<file path="src/rtl/digit_unloader.sv">
// digit_unloader: captures a packed COUNT x WIDTH word in one cycle and
// streams it out one digit at a time over a valid/ready handshake.
// The unload order is chosen per word: most significant digit first, or
// least significant digit first.
//
// state    | meaning
// ---------+-----------------------------------------------------------
// ST_IDLE  | waiting for load; a new word is accepted only here
// ST_SHIFT | presenting the current digit; one shift per accepted digit
// ST_DONE  | one-cycle done pulse after the last digit, then back to IDLE
module digit_unloader #(
    parameter int COUNT = 4,
    parameter int WIDTH = 4
) (
    input  logic                         clk,
    input  logic                         reset,
    input  logic                         load,
    input  logic                         dir,
    input  logic                         flush,
    input  logic [COUNT*WIDTH-1:0]       data_in,
    output logic [WIDTH-1:0]             out_digit,
    output logic                         out_valid,
    input  logic                         out_ready,
    output logic                         busy,
    output logic                         done,
    output logic [$clog2(COUNT+1)-1:0]   remaining
);

    localparam int              RW       = $clog2(COUNT + 1);
    localparam int              DW       = COUNT * WIDTH;
    localparam logic [RW-1:0]   REM_FULL = RW'(COUNT);
    localparam logic [RW-1:0]   REM_ONE  = RW'(1);

    typedef enum logic [1:0] {
        ST_IDLE  = 2'd0,
        ST_SHIFT = 2'd1,
        ST_DONE  = 2'd2
    } state_t;

    state_t          r_state;
    state_t          w_state_nxt;
    logic [DW-1:0]   r_hold;
    logic [DW-1:0]   w_hold_nxt;
    logic            r_dir_q;
    logic            w_dir_nxt;
    logic [RW-1:0]   r_remaining;
    logic [RW-1:0]   w_remaining_nxt;
    logic            w_xfer;

    // A digit moves only while it is being presented and the consumer takes it.
    assign w_xfer = (r_state == ST_SHIFT) && out_ready;

    // State, hold word, order and digit count registers.
    always_ff @(posedge clk or negedge reset) begin
        if (!reset) begin
            r_state     <= ST_IDLE;
            r_hold      <= '0;
            r_dir_q     <= 1'b0;
            r_remaining <= '0;
        end else begin
            r_state     <= w_state_nxt;
            r_hold      <= w_hold_nxt;
            r_dir_q     <= w_dir_nxt;
            r_remaining <= w_remaining_nxt;
        end
    end

    // Next-state logic; flush overrides load and transfer in every state.
    always_comb begin
        w_state_nxt     = r_state;
        w_hold_nxt      = r_hold;
        w_dir_nxt       = r_dir_q;
        w_remaining_nxt = r_remaining;

        if (flush) begin
            w_state_nxt     = ST_IDLE;
            w_hold_nxt      = '0;
            w_dir_nxt       = 1'b0;
            w_remaining_nxt = '0;
        end else begin
            case (r_state)
                ST_IDLE: begin
                    if (load) begin
                        w_state_nxt     = ST_SHIFT;
                        w_hold_nxt      = data_in;
                        w_dir_nxt       = dir;
                        w_remaining_nxt = REM_FULL;
                    end
                end
                ST_SHIFT: begin
                    if (w_xfer) begin
                        // Shift the consumed digit out; vacated digits fill with zero.
                        w_hold_nxt      = r_dir_q ? (r_hold >> WIDTH) : (r_hold << WIDTH);
                        w_remaining_nxt = r_remaining - REM_ONE;
                        if (r_remaining == REM_ONE) begin
                            w_state_nxt = ST_DONE;
                        end
                    end
                end
                ST_DONE: begin
                    w_state_nxt = ST_IDLE;
                end
                default: begin
                    w_state_nxt     = ST_IDLE;
                    w_hold_nxt      = '0;
                    w_dir_nxt       = 1'b0;
                    w_remaining_nxt = '0;
                end
            endcase
        end
    end

    // Outputs are decoded from registers only, so no input reaches an output combinationally.
    always_comb begin
        out_valid = (r_state == ST_SHIFT);
        busy      = (r_state != ST_IDLE);
        done      = (r_state == ST_DONE);
        remaining = r_remaining;
        out_digit = '0;
        if (r_state == ST_SHIFT) begin
            out_digit = r_dir_q ? r_hold[WIDTH-1:0] : r_hold[DW-1 -: WIDTH];
        end
    end

endmodule

</file>
<file path="config.mk">
export PLATFORM = sky130hd
export DESIGN_NAME = digit_unloader
export DESIGN_NICKNAME = d
export VERILOG_FILES = /design/src/rtl/digit_unloader.sv
export SDC_FILE = /design/constraint.sdc
export NUM_CORES = 1
export LEC_CHECK = 0
export ABC_AREA = 1
export BUFFER_PORTS_ARGS = -buffer_cell sky130_fd_sc_hd__buf_4
export CAP_MARGIN = 25
export CORE_MARGIN = 3
export CORE_UTILIZATION = 25
export CTS_CLUSTER_SIZE = 12
export DETAILED_ROUTE_END_ITERATION = 7
export PLACE_DENSITY = 0.43
export SYNTH_ARGS = -nofsm -noshare
export SYNTH_HDL_FRONTEND = slang
export SYNTH_SLANG_ARGS = --single-unit
</file>
<file path="constraint.sdc">
create_clock -name clk -period 1.6 [get_ports clk]
set_input_delay 0.08 -clock clk [delete_from_list [all_inputs] [get_ports clk]]
set_output_delay 0.08 -clock clk [all_outputs]
set_load 0.01 [all_outputs]
</file>
**Word-level counts from Yosys, hierarchy flattened**

Cells that the tools add are included.

- Input port bits: 22
- Register bits: 22
- Output and inout bits: 10

- Add/sub/neg operators: 1
- Equal/unequal tests: 8
- Mux-type cells: 19
- Reductions and logical operators: 7

Operators by type and width:

| cell | number |
|---|---|
| 16-bit 2-to-1 mux | 4 |
| 16-bit one-hot mux with 3 select lines | 1 |
| 3-bit 2-to-1 mux | 3 |
| 3-bit one-hot mux with 3 select lines | 1 |
| 2-bit 2-to-1 mux | 4 |
| 4-bit 2-to-1 mux | 2 |
| 3-bit by 2-bit inequality test with 1-bit output, second input constant | 2 |
| 3-bit AND reduction | 2 |
| 2-bit one-hot mux with 2 select lines | 1 |
| 3-bit by 1-bit == test with 1-bit output, second input constant | 1 |
| 3-bit inequality test, second input constant | 1 |
| 3-bit by 1-bit subtractor with 3-bit output, second input constant | 1 |
| 2-bit by 1-bit == test with 1-bit output, second input constant | 1 |
| 2-bit == test, second input constant | 1 |
| 2-bit zero test | 1 |
| 1-bit 2-to-1 mux | 2 |
| 2-bit by 1-bit inequality test with 1-bit output, second input constant | 1 |
| 2-bit inequality test, second input constant | 1 |
| 1-bit one-hot mux with 2 select lines | 1 |
| 2-bit AND reduction | 1 |
| 2-bit nonzero test | 1 |
| 2-bit OR reduction | 1 |
| 1-bit logical AND | 1 |

**Depth between registers and ports, before layout**

- Word-level depth: 5
- Mapped depth: 8
- Gate-level depth less buffers: 8

**Least setup slack after synthesis**

OpenSTA, ideal clock, no wires.

- Path kind: reg2reg
- Start: reg r_state[0]
- End: reg r_remaining[2], in the netlist remaining[2]
- Period minus slack after synthesis: 1370 ps
- Data arrival time: 1252 ps
- Path buffers: 2
- Cell stages (with the launch flop): 9
- Path slack: 230 ps
- Library setup time: 117 ps
- Path through: dfrtp_1 inv_1 ha_1 buf_4 buf_2 inv_1 o21ai_0 nand3_1 nand2_1

- Longest elaborated chain between the ends: 4
- Elaborated cells on any way between the ends: 10

RTL lines:

| what | line | RTL |
|---|---|---|
| start, declared | 40 | `state_t r_state;` |
| start signal, assigned | 61 | `r_state <= w_state_nxt;` |
| 2-bit by 1-bit == test with 1-bit output | 51, 81 |  |
| 1-bit logical AND | 51 | `assign w_xfer = (r_state == ST_SHIFT) && out_ready;` |
| 3-bit by 2-bit inequality test with 1-bit output (no line) | -- |  |
| 3-bit AND reduction (no line) | -- |  |
| end signal, assigned | 64 | `r_remaining <= w_remaining_nxt;` |
| end, declared | 46 | `logic [RW-1:0] r_remaining;` |

Parallel ways exist; a longest one is shown, timed or not.
A chain may end at the register's enable or synchronous reset.

**Final worst setup path**

- Start: reg r_state[1]
- End: out out_digit[2]

- Longest elaborated chain between the ends: 2

RTL lines:

| what | line | RTL |
|---|---|---|
| 2-bit by 1-bit == test with 1-bit output | 120 | `if (r_state == ST_SHIFT) begin` |
| 4-bit 2-to-1 mux | 120 |  |
| end, declared | 21 | `output logic [WIDTH-1:0] out_digit,` |

No other way between the ends.

==> summary.md <==
| Metric | Value |
|---|---|
| Status | `finished, final reports clean` |
| Die width | `81.7 µm` |
| Final Util | `36.2%` |
| Tot GR Track Use | `13.1%` |
| Syn_area_per_cell | `6.70 µm²` |
| Crit share post-route | `95.3%` |
| # placed instances | `315` |
| Metal3 WL | `196 µm` |
| Routed wire length | `4.14 mm` |
| Setup ws final | `0.0750 ns` |
| Highest Clock Rate | `656 MHz` |
| Synth Net Count | `242` |
| Highest routed layer | `met4` |
| Library cells used by synthesis | `17` |
| Rel. slew slack | `79.3%` |
| Final hold vios | `0` |
| Setup Viol. Count Final | `0` |
| Residual DRC | `0` |
| R2R setup slack | `0.15 ns` |
| Metal2 WL | `1.88 mm` |
| Top_reg_cell synth | `dfrtp_1` |
| Root buffer cell | `clkbuf_8` |
| Top-count cell post-synth | `nand2_1` |
| Peak VDD IR | `734 µV` |
| Global-route wire length before repair | `6.61 mm` |
| Yosys top cell by area | `dfrtp_1` |
| Via count | `1412` |
| Worst-path clk slew | `0.09 ns` |
| Core area | `5340 µm²` |
| N_diodes | `0` |
| Top cells by count, synth | `nand2_1 (100), inv_1 (27), dfrtp_1 (22)` |
| Filler cells | `606` |
| Max cap viols | `0` |
| Vias in the first global route | `1380` |
| Crit-path max cell delay | `0.40 ns` |
| CTS tree | `done` |
| Seq/Total Area, Yosys | `38.4%` |
| Top-area cell type share of the netlist area | `38.4%` |
| HPWL after DPL | `3.09 mm` |
| P&R area growth vs syn | `34.6%` |
| CP startpoint | `r_state[1]$_DFFE_PN0P_` |
| Cells along the critical path | `inv_2 -> ha_4 -> nand2_2 -> o22ai_1 -> buf_4` |
| CP Buf/Inv Count | `2` |
| Htree depth | `1` |
| Delay-heaviest family, CP | `flip-flops` |
| Die Y-Extent | `81.7 µm` |
| Pre-antenna DRT Iters | `4` |
| Post-synthesis register bit count | `22` |
| PD cells | `1630 nW/µm²` |
| Die ar. | `6680 µm²` |
| Multi-input logic area | `772 µm²` |
| Pre-CTS setup slack | `0.0956 ns` |
| CP max-delay cell | `dfrtp_1` |
| Per-cell routed wire length | `12.8 µm` |
| Clock buffer depth | `2` |
| WHS Path Cells | `3` |
| Starting Density | `26.9%` |
| M1 WL | `2.04 mm` |
| Worst Hold Class | `primary input to flip-flop` |
| Avg Vias per Cell | `4.37` |
| Startpoint type of the worst setup path | `flip-flop` |
| Reg2Reg Depth | `8` |
| TritonCTS Buffers | `3` |
| Layout cells sized above 1 | `25.3%` |
| Nets | `282` |
| Tightest Pin Transition | `0.311 ns` |
| Io pins | `32` |
| Crit path depth | `5` |
| CP Max Fanout | `8` |
| Setup crit end kind | `primary output` |
| Buffers on Ports | `31` |
| Gate Count Post-Synth | `214` |
| WP data required | `1.52 ns` |
| Unrepaired setup endpoints after global routing | `true` |
| LEAKAGE | `0.00101 µW` |
| R2R Path Start | `r_state[0]$_DFFE_PN0P_` |
| FF/Latch Area | `552 µm²` |
| Core Rows | `26` |
| Initial antenna violation count | `0` |
| CP Class | `flip-flop to primary output` |
| Ys async rst share | `100%` |
| Crit path arrival time | `1.44 ns` |
| Top cells by area, synth | `dfrtp_1 (38%), nand2_1 (26%), inv_1 (7.1%)` |
| DRT iter0 DRCs | `68` |
| Number of synthesized flops with an enable pin | `0` |
| Fin. max-slew vios | `0` |
| Antenna-violating nets left | `0` |
| Clk_skew | `0.00124 ns` |
| Placer congestion estimate | `0.758` |
| Clk_lat worst skew | `0.27 ns` |
| Total congestion overflow | `0` |
| CTS sink cnt | `22` |
| Fin cells | `323` |
| Synth warnings | `0` |
| Largest net degree at the start of global routing | `28` |
| Hold Path Origin | `dir` |
| Final total power | `3150 µW` |
| Synthesized cell area | `1430 µm²` |
| Min cycle time layout | `1.52 ns` |
| Setup TNS | `0 ns` |
## through the flow
stage	instance area (µm²)	hold WS, ns
global placement	1780	-0.000607
finish	1930	0.109
floorplan	1430	-0.216
global route	1930	0.120
CTS	1860	0.106
detailed placement	1780	0.00358
## routing by layer
| metal | up-vias | global-route usage [%] |
|---|---|---|
| met1 | 639 | 17.6 |
| met2 | 34 | 21.9 |
| li1 | 737 | - |
| met3 | 2 | 2.41 |
| met4 | 0 | 2.99 |
| met5 | - | 0 |
## cell families after synthesis
group / after synthesis / share of synthesized area [%]
AO/OA/AOI/OAI: 22 / 8.55
adder cells (fa/ha/maj): 6 / 5.24
buffers and inverters: 36 / 11.5
flip-flops: 22 / 38.4
AND/OR/NAND/NOR: 128 / 36.3
## worst min-delay path, cell delays in order
cell	delay, ns
buf_4	0.11
nand3_1	0.07
o21ai_0	0.08
## sequential cells by signal (all words and copies together) (netlist names)
signal	cells
r_dir_q	1
r_hold	16
r_state	2
remaining	3
## placed cells by master, fill, tap and decap left out, drive strengths merged
master and n:
ha 6, nor3 1, nor2 6, dfrtp 22
dlygate4sd3 1, nand2 100, buf 42, a21oi 1
nand3 21, o21ai 17, inv 28, clkbuf 4
o22ai 4
## area by class of cell
type / count / area share, %
Multi-Input combinational cell: 156 / 40.0
Sequential cell: 22 / 28.6
Timing Repair Buffer: 43 / 18.3
Inverter: 28 / 5.70
Clock buffer: 4 / 2.85
Tap cell: 70 / 4.54
## what timing repair did
action | in CTS | in global routing
setup buffers | 0 | 3
cloned | 0 | 0
hold endpoints to repair | 22 | 0
hold buffers | 1 | 0
resized for setup | 5 | 13
pin swaps | 0 | 3
endpoints found under the setup margin | 4 | 22
## path summary, 6_finish.rpt
check,end
max,out_digit[2]
min,r_dir_q$_DFFE_PN0P_
min reg2reg,r_hold[5]$_DFFE_PN0P_
max in group asynchronous,r_state[0]$_DFFE_PN0P_
max reg2reg,remaining[1]$_DFFE_PN0P_
min in group asynchronous,r_hold[2]$_DFFE_PN0P_
## power by group
group | total [µW] | switching [µW] | leakage [µW] | internal, µW
clock | 421 | 201 | 0.0000288 | 220
combinational | 1790 | 1040 | 0.000690 | 746
sequential | 946 | 175 | 0.000292 | 771
Power figures use the tool's default switching activity.
